### src/rtl/devil_test_sequencer.sv
// Test-table sequencer for the devil snoop engine: arms one entry at a time,
// counts engine replies, and guards every wait with a watchdog and an abort.
module devil_test_sequencer #(
  parameter int unsigned DEPTH    = 4,
  parameter int unsigned DEVIL_EN = 10,
  parameter int unsigned TIMEOUT  = 1024,
  localparam int unsigned IDX_W   = (DEPTH > 1) ? $clog2(DEPTH) : 1,
  localparam int unsigned CNT_W   = $clog2(DEPTH + 1)
) (
  input  logic              ace_aclk,
  input  logic              ace_areset,
  input  logic              i_cfg_we,
  input  logic [IDX_W-1:0]  i_cfg_idx,
  input  logic [31:0]       i_cfg_entry,
  input  logic [CNT_W-1:0]  i_num_entries,
  input  logic              i_start,
  input  logic              i_abort,
  input  logic [3:0]        i_fsm_devil_state,
  output logic [3:0]        o_snoop_state,
  output logic [31:0]       o_control_reg,
  output logic [31:0]       o_delay_reg,
  output logic              o_busy,
  output logic              o_done,
  output logic              o_timeout_err,
  output logic [IDX_W-1:0]  o_cur_idx,
  output logic [7:0]        o_reply_cnt
);

  localparam int unsigned WD_W   = (TIMEOUT > 1) ? $clog2(TIMEOUT + 1) : 1;
  localparam int unsigned IDXP_W = IDX_W + 1;

  localparam logic [2:0] S_IDLE      = 3'd0;
  localparam logic [2:0] S_LOAD      = 3'd1;
  localparam logic [2:0] S_ARM       = 3'd2;
  localparam logic [2:0] S_WAIT_RESP = 3'd3;
  localparam logic [2:0] S_WAIT_RET  = 3'd4;
  localparam logic [2:0] S_NEXT      = 3'd5;
  localparam logic [2:0] S_DONE      = 3'd6;
  localparam logic [2:0] S_ERR       = 3'd7;

  localparam logic [3:0] DEV_IDLE  = 4'd0;
  localparam logic [3:0] DEV_CDLY  = 4'd2;
  localparam logic [3:0] DEV_RESP  = 4'd3;

  logic [31:0]      r_table [DEPTH];
  logic [2:0]       r_state;
  logic [2:0]       w_next;
  logic [IDX_W-1:0] r_idx;
  logic [CNT_W-1:0] r_count;
  logic [WD_W-1:0]  r_wdog;
  logic [7:0]       r_reply_cnt;
  logic [7:0]       r_rep;
  logic             r_cont;
  logic [31:0]      r_control;
  logic [31:0]      r_delay;
  logic [3:0]       r_snoop;
  logic             r_busy;
  logic             r_done;
  logic             r_terr;

  logic [31:0]      w_entry;
  logic             w_entry_cont;
  logic             w_wd_hit;
  logic             w_last;
  logic [CNT_W-1:0] w_num_clamp;

  assign w_entry      = r_table[r_idx];
  assign w_entry_cont = (w_entry[7:4] == 4'd1);
  assign w_wd_hit     = (r_wdog == WD_W'(TIMEOUT - 1));
  assign w_last       = (CNT_W'(r_idx) == (r_count - CNT_W'(1)));
  assign w_num_clamp  = (i_num_entries > CNT_W'(DEPTH)) ? CNT_W'(DEPTH) : i_num_entries;

  // Table is writable only while idle; contents survive reset.
  always_ff @(posedge ace_aclk) begin
    if (i_cfg_we && (r_state == S_IDLE) && ({1'b0, i_cfg_idx} < IDXP_W'(DEPTH))) begin
      r_table[i_cfg_idx] <= i_cfg_entry;
    end
  end

  always_ff @(posedge ace_aclk) begin
    if (ace_areset) r_state <= S_IDLE;
    else            r_state <= w_next;
  end

  // Next state; abort overrides everything, timeout overrides engine progress.
  always_comb begin
    w_next = r_state;
    case (r_state)
      S_IDLE: begin
        if (i_start) w_next = (i_num_entries == '0) ? S_DONE : S_LOAD;
      end
      S_LOAD: w_next = S_ARM;
      S_ARM:  w_next = S_WAIT_RESP;
      S_WAIT_RESP: begin
        if (w_wd_hit)                              w_next = S_ERR;
        else if (i_fsm_devil_state == DEV_RESP)    w_next = S_WAIT_RET;
      end
      S_WAIT_RET: begin
        if (w_wd_hit) begin
          w_next = S_ERR;
        end else if (!r_cont) begin
          if (i_fsm_devil_state == DEV_IDLE) w_next = S_NEXT;
        end else if ((i_fsm_devil_state == DEV_CDLY) || (i_fsm_devil_state == DEV_IDLE)) begin
          w_next = (r_reply_cnt >= r_rep) ? S_NEXT : S_WAIT_RESP;
        end
      end
      S_NEXT:  w_next = w_last ? S_DONE : S_LOAD;
      S_DONE:  w_next = S_IDLE;
      S_ERR:   w_next = S_IDLE;
      default: w_next = S_IDLE;
    endcase
    if (i_abort && (r_state != S_IDLE)) w_next = S_IDLE;
  end

  always_ff @(posedge ace_aclk) begin
    if (ace_areset) begin
      r_idx       <= '0;
      r_count     <= '0;
      r_wdog      <= '0;
      r_reply_cnt <= '0;
      r_rep       <= 8'd1;
      r_cont      <= 1'b0;
      r_control   <= '0;
      r_delay     <= '0;
      r_snoop     <= '0;
      r_busy      <= 1'b0;
      r_done      <= 1'b0;
      r_terr      <= 1'b0;
    end else begin
      r_busy <= (w_next != S_IDLE);
      r_done <= (w_next == S_DONE);

      if (w_next != r_state)                                        r_wdog <= '0;
      else if ((r_state == S_WAIT_RESP) || (r_state == S_WAIT_RET)) r_wdog <= r_wdog + WD_W'(1);

      case (r_state)
        S_IDLE: begin
          if (i_start && (i_num_entries != '0)) begin
            r_terr  <= 1'b0;
            r_idx   <= '0;
            r_count <= w_num_clamp;
          end
        end
        // Outputs load on the way into S_ARM so they are visible during S_ARM.
        S_LOAD: begin
          r_reply_cnt <= '0;
          r_cont      <= w_entry_cont;
          r_rep       <= (w_entry[15:8] == 8'd0) ? 8'd1 : w_entry[15:8];
          r_control   <= {14'd0, w_entry_cont, ~w_entry_cont, 7'd0,
                          w_entry[7:4], w_entry[3:0], 1'b0};
          r_delay     <= {16'd0, w_entry[31:16]};
          r_snoop     <= 4'(DEVIL_EN);
        end
        S_WAIT_RESP: begin
          if ((w_next == S_WAIT_RET) && (r_reply_cnt != 8'hFF)) r_reply_cnt <= r_reply_cnt + 8'd1;
        end
        S_NEXT: begin
          if (w_next == S_LOAD) r_idx <= r_idx + IDX_W'(1);
        end
        default: ;
      endcase

      if (w_next == S_ERR) r_terr <= 1'b1;

      if (w_next == S_NEXT) begin
        r_control[17:16] <= 2'b00;
        r_snoop          <= '0;
      end

      if ((w_next == S_IDLE) || (w_next == S_ERR)) begin
        r_control <= '0;
        r_delay   <= '0;
        r_snoop   <= '0;
      end
    end
  end

  assign o_snoop_state = r_snoop;
  assign o_control_reg = r_control;
  assign o_delay_reg   = r_delay;
  assign o_busy        = r_busy;
  assign o_done        = r_done;
  assign o_timeout_err = r_terr;
  assign o_cur_idx     = r_idx;
  assign o_reply_cnt   = r_reply_cnt;

endmodule

### config.mk
export PLATFORM = sky130hd
export DESIGN_NAME = devil_test_sequencer
export DESIGN_NICKNAME = d
export VERILOG_FILES = /design/src/rtl/devil_test_sequencer.sv
export SDC_FILE = /design/constraint.sdc
export NUM_CORES = 1
export LEC_CHECK = 0
export BUFFER_PORTS_ARGS = -buffer_cell sky130_fd_sc_hd__buf_2
export CAP_MARGIN = 20
export CORE_MARGIN = 1.5
export CORE_UTILIZATION = 57
export DETAILED_ROUTE_END_ITERATION = 8
export GPL_TIMING_DRIVEN = 1
export PLACE_DENSITY_LB_ADDON = 0.15
export RECOVER_POWER = 25
export SYNTH_ARGS = -nofsm -noshare
export SYNTH_HDL_FRONTEND = slang
export SYNTH_SLANG_ARGS = --single-unit
### constraint.sdc
create_clock -name ace_aclk -period 5.05 [get_ports ace_aclk]
set_input_delay 0.2525 -clock ace_aclk [delete_from_list [all_inputs] [get_ports ace_aclk]]
set_output_delay 0.2525 -clock ace_aclk [all_outputs]
set_load 0.01 [all_outputs]
# Word level (Yosys, flattened, before mapping)
# Memory sizes are Yosys's and may differ from the RTL's. A register that Yosys moved wholly into a read port is not among the register bits.
# Cells that the tools add are included.
[totals]
register_bits = 66
latch_bits = 0
ram_bits = 128
mem_bits_ro = 0
out_inout_bits = 81
word_cells = 97
n_memories = 1
[memory_table]
columns = ["name", "words", "width", "read_ports", "rd_clocked_by_memory_dff", "wr", "line_no", "source"]
rows = [
  ["r_table", 4, 32, 1, 1, 1, "45", "logic [31:0] r_table [DEPTH];"],
]
[op_classes]
n_addsub = 4
mul = 0
n_div = 0
order_cmp = 2
n_eq_ne = 22
shift = 0
muxes = 26
bitwise_logic = 1
n_reduce_logical = 27
[ops]
columns = ["op", "count"]
rows = [
  ["two-way mux 3 bit", 12],
  ["equality test 3 bit, second input constant", 8],
  ["one-hot mux 3 bit (7 select lines)", 1],
  ["two-way mux 8 bit", 2],
  ["one-hot mux 8 bit (2 select lines)", 1],
  ["adder 11 x 1 -> 11 bit, second input constant", 1],
  ["equality test 11 x 10 -> 1 bit, second input constant", 1],
  ["zero test 3 bit", 3],
  ["nonzero test 3 bit", 3],
  ["adder 8 x 1 -> 8 bit, second input constant", 1],
  ["equality test 4 x 2 -> 1 bit, second input constant", 2],
  [">= comparator 8 bit", 1],
  ["zero test 8 bit", 1],
  ["two-way mux 2 bit", 4],
  ["inequality test 8 bit, second input constant", 1],
  ["nonzero test 2 bit", 4],
  ["equality test 3 x 1 -> 1 bit, second input constant", 2],
  ["equality test 3 x 2 -> 1 bit, second input constant", 2],
  ["AND reduction 2 bit", 3],
  ["OR reduction 2 bit", 3],
  ["two-way mux 1 bit", 5],
  ["equality test 4 x 1 -> 1 bit, second input constant", 1],
  ["logical AND 1 bit", 4],
  ["zero test 4 bit", 1],
  ["12 further kinds", 15],
]

# Longest topological paths before layout
# Gate-level depths: netlist of the first run.
[depth]
ltp_word = 12
depth_mapped = 10
mapped_depth_nobuf = 8

# Worst setup path before layout of the first run
# OpenSTA, ideal clock, no wires.
[synth_timing]
kind = "register to register"
from = "reg r_state[1]"
to = "mem r_table[0][0], enable pin"
arrival_ps = 3214
t_required_ps = 4589
setup_slack_ps = 1375
path_stages_with_launch = 5
n_path_buf = 1
cell_sequence = "dfxtp_1 > buf_4 > nor3_2 > nand2_1 > nor3_1"
[synth_via]
elab_chain_len = 4
[synth_rtl]
columns = ["element", "line_no", "source"]
rows = [
  ["start, declared", "46", "logic [2:0] r_state;"],
  ["start signal, assigned", "82", "else r_state <= w_next;"],
  ["zero test 3 bit", "75", "if (i_cfg_we && (r_state == S_IDLE) && ({1'b0, i_cfg_idx} < IDXP_W'(DEPTH))) begin"],
  ["logical AND 1 bit", "75", ""],
  ["two-way mux 1 bit", "75", ""],
  ["two-way mux 1 bit (implied by the code)", "76", "r_table[i_cfg_idx] <= i_cfg_entry;"],
  ["end, declared", "45", ""],
]
# No other way between the ends.

# Worst setup path after layout of the first run
[layout_timing]
from = "reg r_reply_cnt[0], in the netlist o_reply_cnt[0]"
to = "reg r_delay[11], in the netlist o_delay_reg[11]"
[layout_via]
elab_chain_len = 10
word_cells_on_any_way = 11
classes_between = "order compare (1); eq/ne (1); mux (6); reduce/logical (3)"
[layout_rtl]
columns = ["element", "line_no", "source"]
rows = [
  ["start, declared", "51", "logic [7:0] r_reply_cnt;"],
  ["start signal, assigned", "155", "if ((w_next == S_WAIT_RET) && (r_reply_cnt != 8'hFF)) r_reply_cnt <= r_reply_cnt + 8'd1;"],
  [">= comparator 8 bit *", "104", "w_next = (r_reply_cnt >= r_rep) ? S_NEXT : S_WAIT_RESP;"],
  ["two-way mux 3 bit *", "104", ""],
  ["two-way mux 3 bit *", "103", "end else if ((i_fsm_devil_state == DEV_CDLY) || (i_fsm_devil_state == DEV_IDLE)) begin"],
  ["two-way mux 3 bit *", "101", "end else if (!r_cont) begin"],
  ["two-way mux 3 bit *", "99", "if (w_wd_hit) begin"],
  ["one-hot mux 3 bit (7 select lines) *", "88", "case (r_state)"],
  ["two-way mux 3 bit *", "112", "if (i_abort && (r_state != S_IDLE)) w_next = S_IDLE;"],
  ["equality test 3 bit / zero test 3 bit (equally long branches)", "170", "if ((w_next == S_IDLE) || (w_next == S_ERR)) begin"],
  ["logical OR 1 bit *", "170", ""],
  ["OR reduction 2 bit (no line) *", "n/a", ""],
  ["end signal, assigned", "151", "r_delay <= {16'd0, w_entry[31:16]};"],
  ["end, declared", "55", "logic [31:0] r_delay;"],
]
# Mark *: on every way between the ends. The rest lies on a longest branch, timed or not.
# A chain may end at the register's enable or synchronous reset.

==> results of run 1 <==
[layout make-up]
cell class | instances | area (sq um)
clock inverters | 15 | 141
clock buffers | 17 | 425
inverters | 15 | 56.3
flip-flops and latches | 196 | 5210
repair buffers | 94 | 458
multi-input cells | 356 | 2970
well taps | 184 | 230
fillers | 1102 | 5050
[cell usage after synthesis (all sizes together) (3+ instances only)]
library cell,n,area (sq um)
edfxtp,128,3840
dfxtp,68,1360
buf,60,428
nand2,43,166
mux4,32,721
a211oi,25,218
mux2i,25,250
nor3,24,175
a21oi,20,100
nor2,20,75.1
inv,14,52.6
o21ai,14,77.6
ha,11,138
and3,8,50.1
clkbuf,8,30.0
nand2b,8,57.6
nand3,7,40.0
xnor2,7,61.3
xor2,7,61.3
nand3b,6,45.0
o211ai,6,45.0
nand4,4,40.0
nor4b,4,65.1
o21a,4,30.0
a31oi,3,25.0
nor2b,3,18.8
o31ai,3,36.3
or3,3,18.8
[through the flow]
stage	util, %	power, uW	hold WS, ns	area [sq um]	worst slack (ns)
finish	65.3	3580	0.0391	9490	2.14
CTS	65.5	3610	0.00692	9520	2.14
floorplan	-	2220	0.351	8660	1.37
global route	65.3	3710	0.0304	9490	1.94
global placement	61.6	2310	0.445	8950	2.27
detailed placement	61.6	2330	0.453	8950	2.19
[cell usage in the layout, fill, tap and decap left out, types with 17 or more instances in the layout]
cell type and count:
edfxtp_1 128, dfxtp_1 67, buf_2 60, nand2_1 41, conb_1 40, mux4_2 32, clkbuf_1 26, mux2i_1 25
a21oi_1 20, a211oi_1 19, nor2_1 18, clkbuf_16 17
[where the power goes]
group	switching, uW	internal, uW	total, uW
Combinational	304	153	457
Clock	641	653	1290
Sequential	39.8	1790	1830
[path summary, 6_finish.rpt]
path                                      start              end  slack, ns  cells after the start
worst max-delay path             o_reply_cnt[0]  o_delay_reg[11]       2.14                      8
worst min-delay path            i_cfg_entry[19]   r_table[2][19]       0.04                      1
worst max register to register   o_reply_cnt[0]  o_delay_reg[11]       2.14                      8
worst min register to register         r_rep[2]         r_rep[2]       0.46                      2
[cell families after synthesis]
family / after synthesis / synth area share, %
compound gates: 94 / 8.45
xor+xnor: 14 / 1.44
fa+ha+maj: 11 / 1.62
buf+inv: 83 / 6.04
flops: 196 / 61.1
mux: 57 / 11.4
other cells: 1 / 0.0440
simple gates: 140 / 9.88
[per-layer routing]
metal	track usage [%]	part of all wire, %
met3	5.26	5.2
met1	27.5	44
met4	7.95	1.5
met5	0	0
met2	36.5	49
==> out/qor.csv, run 1 <==
stage;metric;value;unit
synthesis;ys_types;67;
setup_path;cp_data_required_time;5.34;ns
routing;firstDrtPassIters;5;
final_layout;largest_reg_flops;128;
setup_path;path_cells;inv_1 > ha_1 > nand2b_1 > a2111oi_0 > o211ai_1 > a21boi_0 > o22a_2 > a211oi_1;
timing;tns;0;ns
power;powerDensity;377;nW/um^2
global_route;grt_pass1_wl;25900;um
hold_path;hp-class;in2reg;
setup_path;critPathKind;reg2reg;
routing;routedWlPerCell;18.6;um
routing;drc;0;
floorplan;num_io_pins;127;
placed_design;numPortBuffers;86;
final_layout;antennaDiodeCount;0;
setup_path;cpLargestDelayFamily;compound AO/OA/AOI/OAI gates;
timing;fmax;344;MHz
timing;slew_headroom;25.7;%
setup_path;crit_slowest_cell;o22a_2;
synthesis;synth_edf_count;128;
setup_path;cp-end-kind;flop;
synthesis;synth_seq_cells;196;
global_route;antenna_found_initial;0;
routing;drtAntennaViolNets;0;
final_layout;drive_above_1_share;24.5;%
status;status;complete, no violations;
timing;slew_violations;0;
setup_path;crit_arrival;3.20;ns
routing;vias_per_cell;5.71;
synthesis;seq_area_frac_synth;61.1;%
routing;dr_total_vias;5010;
placed_design;place.gp.congestion;0.875;
clock_tree;post_cts_resized;0;
global_route;grt_usage;21.7;%
timing;hold_viol_final;0;
clock_tree;cts.sinks;196;
timing;final-setup-viol-count;0;
timing;rsz0062_at_grt;false;
floorplan;rows;44;
synthesis;synthCells;596;
power;vdd_ir_drop_max;0.304;mV
synthesis;syn_area;8510;sq um
placed_design;dpl.hpwl;10400;um
clock_tree;cts-hold-fix-buffers;0;
timing;min_period;2.91;ns
job;cap_violations;0;
setup_path;max_stage_delay;0.61;ns
synthesis;ys_warn_count;0;
clock_tree;post-cts-setup-buffers;0;
global_route;grt_pass1_vias;5012;
placed_design;place_inst;845;
synthesis;ys_async_sr_fraction;0;%
floorplan;die_w;125;um
floorplan;initial_core_util;58.6;%
setup_path;critPathBufInv;1;
final_layout;stdcell_count;877;
setup_path;path_max_fanout;25;
clock_tree;clk_transition_reported_paths;0.07;ns
clock_tree;cts_tree;built;
floorplan;die-area;15700;sq um
routing;wl;16300;um
synthesis;synth_ff_type;edfxtp_1;
floorplan;dieHeight;125;um
power;p_leak;0.00344;uW
final_layout;fin_nets;737;
clock_tree;h-tree-depth;4;
routing;first_iter_violations;412;
global_route;grt_max_degree;37;
final_layout;area_delta_synth_final;11.4;%
clock_tree;root_buffer;clkbuf_16;
synthesis;syn_avg_cell_area;14.3;sq um
floorplan;core;14500;sq um
timing;fin_crit_sh;57.5;%
clock_tree;clock_latency;0.44;ns
setup_path;worst_setup_path_start_kind;flop;
clock_tree;max-clock-path-buffers;2;
global_route;grt_overflow;0;
clock_tree;cts_made_buffers;17;
timing;tightestPinTransition;1.11;ns
timing;skew;0.00768;ns
No activity file was read; power rests on OpenSTA's default activity.
==> run 2: changes to the inputs <==
==> constraint.sdc (replaced) <==
create_clock -name ace_aclk -period 2.8 [get_ports ace_aclk]
set_input_delay 0.14 -clock ace_aclk [delete_from_list [all_inputs] [get_ports ace_aclk]]
set_output_delay 0.14 -clock ace_aclk [all_outputs]
set_load 0.01 [all_outputs]
==> out/qor.csv, run 2 (same netlist as run 1, synthesis figures left out) <==
stage;metric;value;unit;change
timing;slew_violations;0;;unchanged
timing;min_period;2.58;ns;-0.329 ns
placed_design;place_inst;854;;+1.1%
routing;routedWlPerCell;18.9;um;+1.5%
hold_path;min_from;i_num_entries[0];;
routing;drc;0;;unchanged
final_layout;drive_above_1_share;24.7;%;+0.20 points
clock_tree;max-clock-path-buffers;2;;unchanged
setup_path;worst_setup_path_start_kind;flop;;
job;cap_violations;0;;unchanged
routing;dr_total_vias;5283;;+5.4%
clock_tree;cts_tree;built;;
floorplan;die_w;125;um;unchanged
clock_tree;cts_made_buffers;17;;unchanged
final_layout;final_common_cell;edfxtp_1;;
final_layout;antennaDiodeCount;0;;unchanged
placed_design;numPortBuffers;86;;unchanged
routing;first_iter_violations;338;;-18%
placed_design;place.gp.congestion;0.891;;+1.9%
setup_path;rr_startpoint;o_reply_cnt[0];;
power;p_leak;0.00368;uW;+6.9%
status;status;complete, no violations;;
setup_path;critPathKind;reg2reg;;
power;powerDensity;680;nW/um^2;+80%
timing;hold_viol_final;0;;unchanged
clock_tree;h-tree-depth;4;;unchanged
global_route;grt_max_degree;37;;unchanged
floorplan;dieHeight;125;um;unchanged
timing;skew;0.00756;ns;-0.000123 ns
timing;fin_crit_sh;92.1;%;+35 points
routing;wl;17400;um;+6.5%
setup_path;cp_data_required_time;3.13;ns;-2.21 ns
setup_path;critPathLaunch;o_reply_cnt[0];;
floorplan;num_io_pins;127;;unchanged
setup_path;cp-end-kind;flop;;
global_route;grt_overflow;0;;unchanged
clock_tree;post-cts-setup-buffers;0;;unchanged
final_layout;layout_common_cells;edfxtp_1, dfxtp_1, buf_2;;
global_route;grt_usage;22.2;%;+0.58 points
floorplan;core;14500;sq um;unchanged
setup_path;max_stage_delay;0.43;ns;-0.18 ns
floorplan;rows;44;;unchanged
timing;fmax;388;MHz;+13%
setup_path;path_max_fanout;12;;-52%
clock_tree;clk_transition_reported_paths;0.07;ns;about the same
hold_path;hp-class;in2reg;;
global_route;grt_pass1_wl;27200;um;+4.9%
setup_path;path_cells;inv_1 > ha_1 > nand2b_1 > a2111oi_1 > o211ai_1 > o21a_1 > o22a_2 > a211oi_1;;
floorplan;die-area;15700;sq um;unchanged
placed_design;dpl.hpwl;11100;um;+5.9%
routing;drtAntennaViolNets;0;;unchanged
placed_design;dpl_cell_area;9080;sq um;+1.5%
final_layout;fin_nets;780;;+5.8%
clock_tree;cts.sinks;196;;unchanged
routing;vias_per_cell;5.74;;+0.52%
setup_path;crit_slowest_cell;a2111oi_1;;
clock_tree;root_buffer;clkbuf_16;;
timing;tightestPinTransition;0.678;ns;-0.436 ns
power;vdd_ir_drop_max;0.457;mV;+50%
clock_tree;clock_latency;0.42;ns;-0.02 ns
final_layout;stdcell_count;920;;+4.9%
timing;rsz0062_at_grt;false;;
setup_path;crit_arrival;2.91;ns;-0.29 ns
final_layout;area_delta_synth_final;18.0;%;
final_layout;post-route-cell-area;10000;sq um;+5.9%
final_layout;largest_reg_flops;128;;unchanged
global_route;antenna_found_initial;0;;unchanged
routing;firstDrtPassIters;5;;unchanged
global_route;grt_pass1_vias;5286;;+5.5%
floorplan;initial_core_util;58.6;%;unchanged
timing;slew_headroom;54.6;%;+29 points
timing;final-setup-viol-count;0;;unchanged
run 2: cell types whose count changed in the layout (fill, tap and decap cells not counted), sizes merged:
cell / previous run / this run
dlygate4sd3: 0 / 33
buf: 68 / 79
clkinv: 7 / 2
bufinv: 0 / 4
inv: 21 / 18
clkbuf: 43 / 44
clkinvlp: 2 / 3
o22a: 1 / 2
run 2: power breakdown:
| group | total [uW] | switching, uW | internal, uW | leakage, uW |
|---|---|---|---|---|
| combinational | 925 | 585 | 340 | 0.00166 |
| sequential | 3300 | 75.4 | 3230 | 0.00172 |
| clock | 2600 | 1060 | 1540 | 0.000301 |
run 2: timing repair:
action	CTS	global route
hold buffers	33	0
pin swaps	0	1
endpoints found under the setup margin	3	20
cloned	0	1
resized for setup	1	3
endpoints found under the hold margin	129	0
run 2: metal layers:
layer | vias up | global-route usage, % | share of wire [%]
met5 | - | 0 | 0
met4 | 0 | 6.75 | 1.2
met3 | 18 | 4.19 | 5.1
met2 | 168 | 37.8 | 50
met1 | 2637 | 29.4 | 44
li1 | 2460 | - | -
run 2: stage by stage:
stage	util [%]	total power (uW)	TNS (ns)	hold slack, ns	setup WS [ns]
2_1_floorplan	-	4000	-56.01	0.239	-0.875
3_3_place_gp	62.5	4200	0	0.350	0.196
3_5_place_dp	62.5	4220	0	0.355	0.00760
4_1_cts	69.2	6840	0	0.00540	0.162
5_1_grt	69.1	7070	0	0.0259	0.0534
6_report	69.1	6830	0	0.0157	0.223
run 2: final timing paths:
| path | cells past startpoint | slack, ns | end |
|---|---|---|---|
| worst min register to register | 2 | 0.45 | r_count[1] |
| worst min-delay path | 3 | 0.02 | r_count[0] |
| worst max register to register | 8 | 0.22 | o_delay_reg[15] |
| worst max-delay path | 8 | 0.22 | o_delay_reg[15] |
run 2: cell type report:
| class | instances | area, sq um |
|---|---|---|
| fillers | 1010 | 4490 |
| well taps | 184 | 230 |
| clock inverters | 12 | 191 |
| inverters | 15 | 56.3 |
| flip-flops and latches | 196 | 5210 |
| multi-input cells | 357 | 2990 |
| clock buffers | 20 | 447 |
| repair buffers | 136 | 921 |
run 2: worst max-delay path, delay by kind of cell, from the launching register on:
kind	cells	cell delay [ns]
compound gates	5	1.68
fa+ha+maj	1	0.27
buf+inv	1	0.05
flops	1	0.34
simple gates	1	0.13
==> run 3: changes to the inputs <==
--- a/config.mk
+++ b/config.mk
@@ -13,6 +13,7 @@
 export GPL_TIMING_DRIVEN = 1
 export PLACE_DENSITY_LB_ADDON = 0.15
 export RECOVER_POWER = 25
+export SETUP_SLACK_MARGIN = 0.3
 export SYNTH_ARGS = -nofsm -noshare
 export SYNTH_HDL_FRONTEND = slang
 export SYNTH_SLANG_ARGS = --single-unit
==> out/qor.csv, run 3 (same netlist as run 1, synthesis figures left out) <==
stage;metric;value;unit;change
status;status;complete, no violations;;
setup_path;max_stage_delay;0.40;ns;-0.03 ns
placed_design;numPortBuffers;86;;unchanged
routing;vias_per_cell;5.74;;about the same
routing;drtAntennaViolNets;0;;unchanged
setup_path;critPathKind;reg2reg;;
timing;skew;0.0120;ns;+0.00447 ns
power;vdd_ir_drop_max;0.762;mV;+67%
setup_path;cpLargestDelayFamily;compound AO/OA/AOI/OAI gates;;
final_layout;final_common_cell;edfxtp_1;;
power;share_seq_of_total_power;49.3;%;+0.9 points
timing;worst_slack;0.357;ns;+0.135 ns
clock_tree;cts_tree;built;;
setup_path;crit_arrival;2.74;ns;-0.17 ns
setup_path;cp-end-kind;flop;;
placed_design;dpl.hpwl;11200;um;+1.4%
setup_path;critPathLaunch;o_reply_cnt[0];;
power;power.share.clock;36.5;%;-1.6 points
setup_path;r2r-end;o_done;;
hold_path;whs_path_depth;4;;+1
floorplan;die_w;125;um;unchanged
placed_design;place_inst;855;;+0.12%
final_layout;largest_reg_flops;128;;unchanged
timing;fin_crit_sh;87.2;%;-4.8 points
global_route;grt_overflow;0;;unchanged
hold_path;min_from;i_start;;
clock_tree;cts.sinks;196;;unchanged
final_layout;regArea;5210;sq um;about the same
routing;wl;17700;um;+1.7%
power;comb_power_share;14.2;%;+0.7 points
floorplan;die-area;15700;sq um;unchanged
final_layout;layout_common_cells;edfxtp_1, dfxtp_1, buf_2;;
clock_tree;h-tree-depth;4;;unchanged
timing;fmax;409;MHz;+5.5%
final_layout;fin_nets;783;;+0.38%
hold_path;hp-class;in2reg;;
floorplan;rows;44;;unchanged
final_layout;drive_above_1_share;25.6;%;+0.85 points
clock_tree;clock_latency;0.43;ns;about the same
global_route;grt_usage;22.4;%;+0.16 points
final_layout;antennaDiodeCount;0;;unchanged
timing;final-setup-viol-count;0;;unchanged
floorplan;dieHeight;125;um;unchanged
global_route;antenna_found_initial;0;;unchanged
routing;dr_total_vias;5302;;+0.36%
routing;routedWlPerCell;19.2;um;+1.4%
clock_tree;post-cts-setup-buffers;0;;unchanged
floorplan;num_io_pins;127;;unchanged
setup_path;r2r_cells;8;;unchanged
final_layout;fillers;1019;;+0.89%
setup_path;cp_data_required_time;3.10;ns;-0.03 ns
clock_tree;cts_made_buffers;17;;unchanged
routing;firstDrtPassIters;5;;unchanged
timing;slew_violations;0;;unchanged
power;powerDensity;664;nW/um^2;-2.4%
placed_design;dpl_cell_area;9110;sq um;+0.36%
power;internal_power;4870;uW;-4.7%
global_route;grt_pass1_vias;5356;;+1.3%
clock_tree;max-clock-path-buffers;2;;unchanged
job;cap_violations;0;;unchanged
timing;rsz0062_at_grt;true;;
setup_path;critPathBufInv;1;;unchanged
global_route;grt_max_degree;33;;-11%
placed_design;post-place-ws;0.160;ns;+0.152 ns
setup_path;worst_setup_path_start_kind;flop;;
final_layout;multi_input_area;3030;sq um;+1.4%
timing;slew_headroom;55.1;%;+0.54 points
power;swShare;27.3;%;+2.1 points
power;p_switching;1830;uW;+6.2%
final_layout;stdcell_count;923;;+0.33%
setup_path;crit_slowest_cell;nor4_2;;
timing;hold_viol_final;0;;unchanged
power;power.total;6700;uW;-2.0%
setup_path;rr_startpoint;o_reply_cnt[0];;
setup_path;reg2reg_setup_slack;0.36;ns;+0.13 ns
hold_path;min_to;r_count[2];;
floorplan;core;14500;sq um;unchanged
placed_design;place.gp.congestion;0.913;;+2.5%
clock_tree;clk_transition_reported_paths;0.07;ns;about the same
clock_tree;root_buffer;clkbuf_16;;
final_layout;area_delta_synth_final;18.5;%;
power;p_leak;0.00369;uW;+0.45%
final_layout;final_core_util;69.4;%;+0.30 points
setup_path;path_cells;inv_1 > ha_1 > nand2b_1 > a2111oi_1 > o211ai_1 > a21boi_2 > nor2_1 > nor4_2;;
floorplan;initial_core_util;58.6;%;unchanged
routing;drc;0;;unchanged
final_layout;post-route-cell-area;10100;sq um;+0.44%
global_route;grt_pass1_wl;27500;um;+1.3%
timing;tightestPinTransition;0.670;ns;-0.00802 ns
setup_path;path_max_fanout;4;;-8
timing;min_period;2.44;ns;-0.135 ns
routing;first_iter_violations;413;;+22%
## run 3: cell types whose count changed in the layout (fill, tap and decap cells not counted), sizes merged
| cell | previous run | this run |
|---|---|---|
| bufinv | 4 | 1 |
| clkbuf | 44 | 42 |
| clkinv | 2 | 4 |
| clkinvlp | 3 | 1 |
| dlygate4sd3 | 33 | 35 |
| inv | 18 | 24 |
## run 3: metrics by stage
stage | hold WS, ns | setup TNS (ns)
after global placement | 0.349 | 0
after detailed placement | 0.357 | 0
final | 0.137 | 0
after CTS | 0.132 | 0
after floorplan | 0.239 | -1.51
after global routing | 0.166 | 0
## run 3: final cells by class
| cell class | count | area share [%] |
|---|---|---|
| Timing Repair Buffer | 139 | 9.51 |
| Tap cell | 184 | 2.28 |
| Multi-Input combinational cell | 357 | 30.1 |
| Clock buffer | 17 | 4.22 |
| Clock inverter | 15 | 1.72 |
| Inverter | 15 | 0.558 |
| Sequential cell | 196 | 51.6 |
## run 3: metal layers
metal  wire length [um]  part of all wire [%]  up-vias  global-route usage (%)
met5                  0                     0        -                       0
met4                189                   1.1        0                    5.75
met3                951                   5.4       21                    4.79
met2               9140                    52      188                    39.5
met1               7400                    42     2631                    28.3
li1                   -                     -     2462                       -
## run 3: power by group through the flow
| stage | combinational [uW] | clock [uW] | sequential (uW) |
|---|---|---|---|
| after global placement | 860 | 0 | 3360 |
| after floorplan | 655 | 0 | 3350 |
| after detailed placement | 875 | 0 | 3370 |
| final | 954 | 2440 | 3300 |
| after CTS | 926 | 2490 | 3300 |
| after global routing | 1030 | 2590 | 3320 |
## run 3: worst reg2reg max path, delay by kind of cell, from the launching register on
family / cells / cell delay [ns]
compound gates: 3 / 0.96
simple gates: 3 / 0.67
flops: 1 / 0.35
fa+ha+maj: 1 / 0.28
buf+inv: 1 / 0.06
## run 3: how the worst max path moves through the flow
stage	endpoint	slack, ns	depth (start not counted)
after global routing	o_delay_reg[12]	0.26	8
after global placement	o_delay_reg[6]	0.25	8
final	o_done	0.36	8
after detailed placement	o_delay_reg[0]	0.16	8
after floorplan	r_table[1][0]	-0.02	4
after CTS	o_control_reg[2]	0.32	8
## run 3: repair_timing
item,in CTS,in global routing
cloned,0,1
hold buffers,35,0
gates resized for setup,2,9
endpoints found under the hold margin,131,0
pin swaps,1,4
setup endpoints to repair,25,47
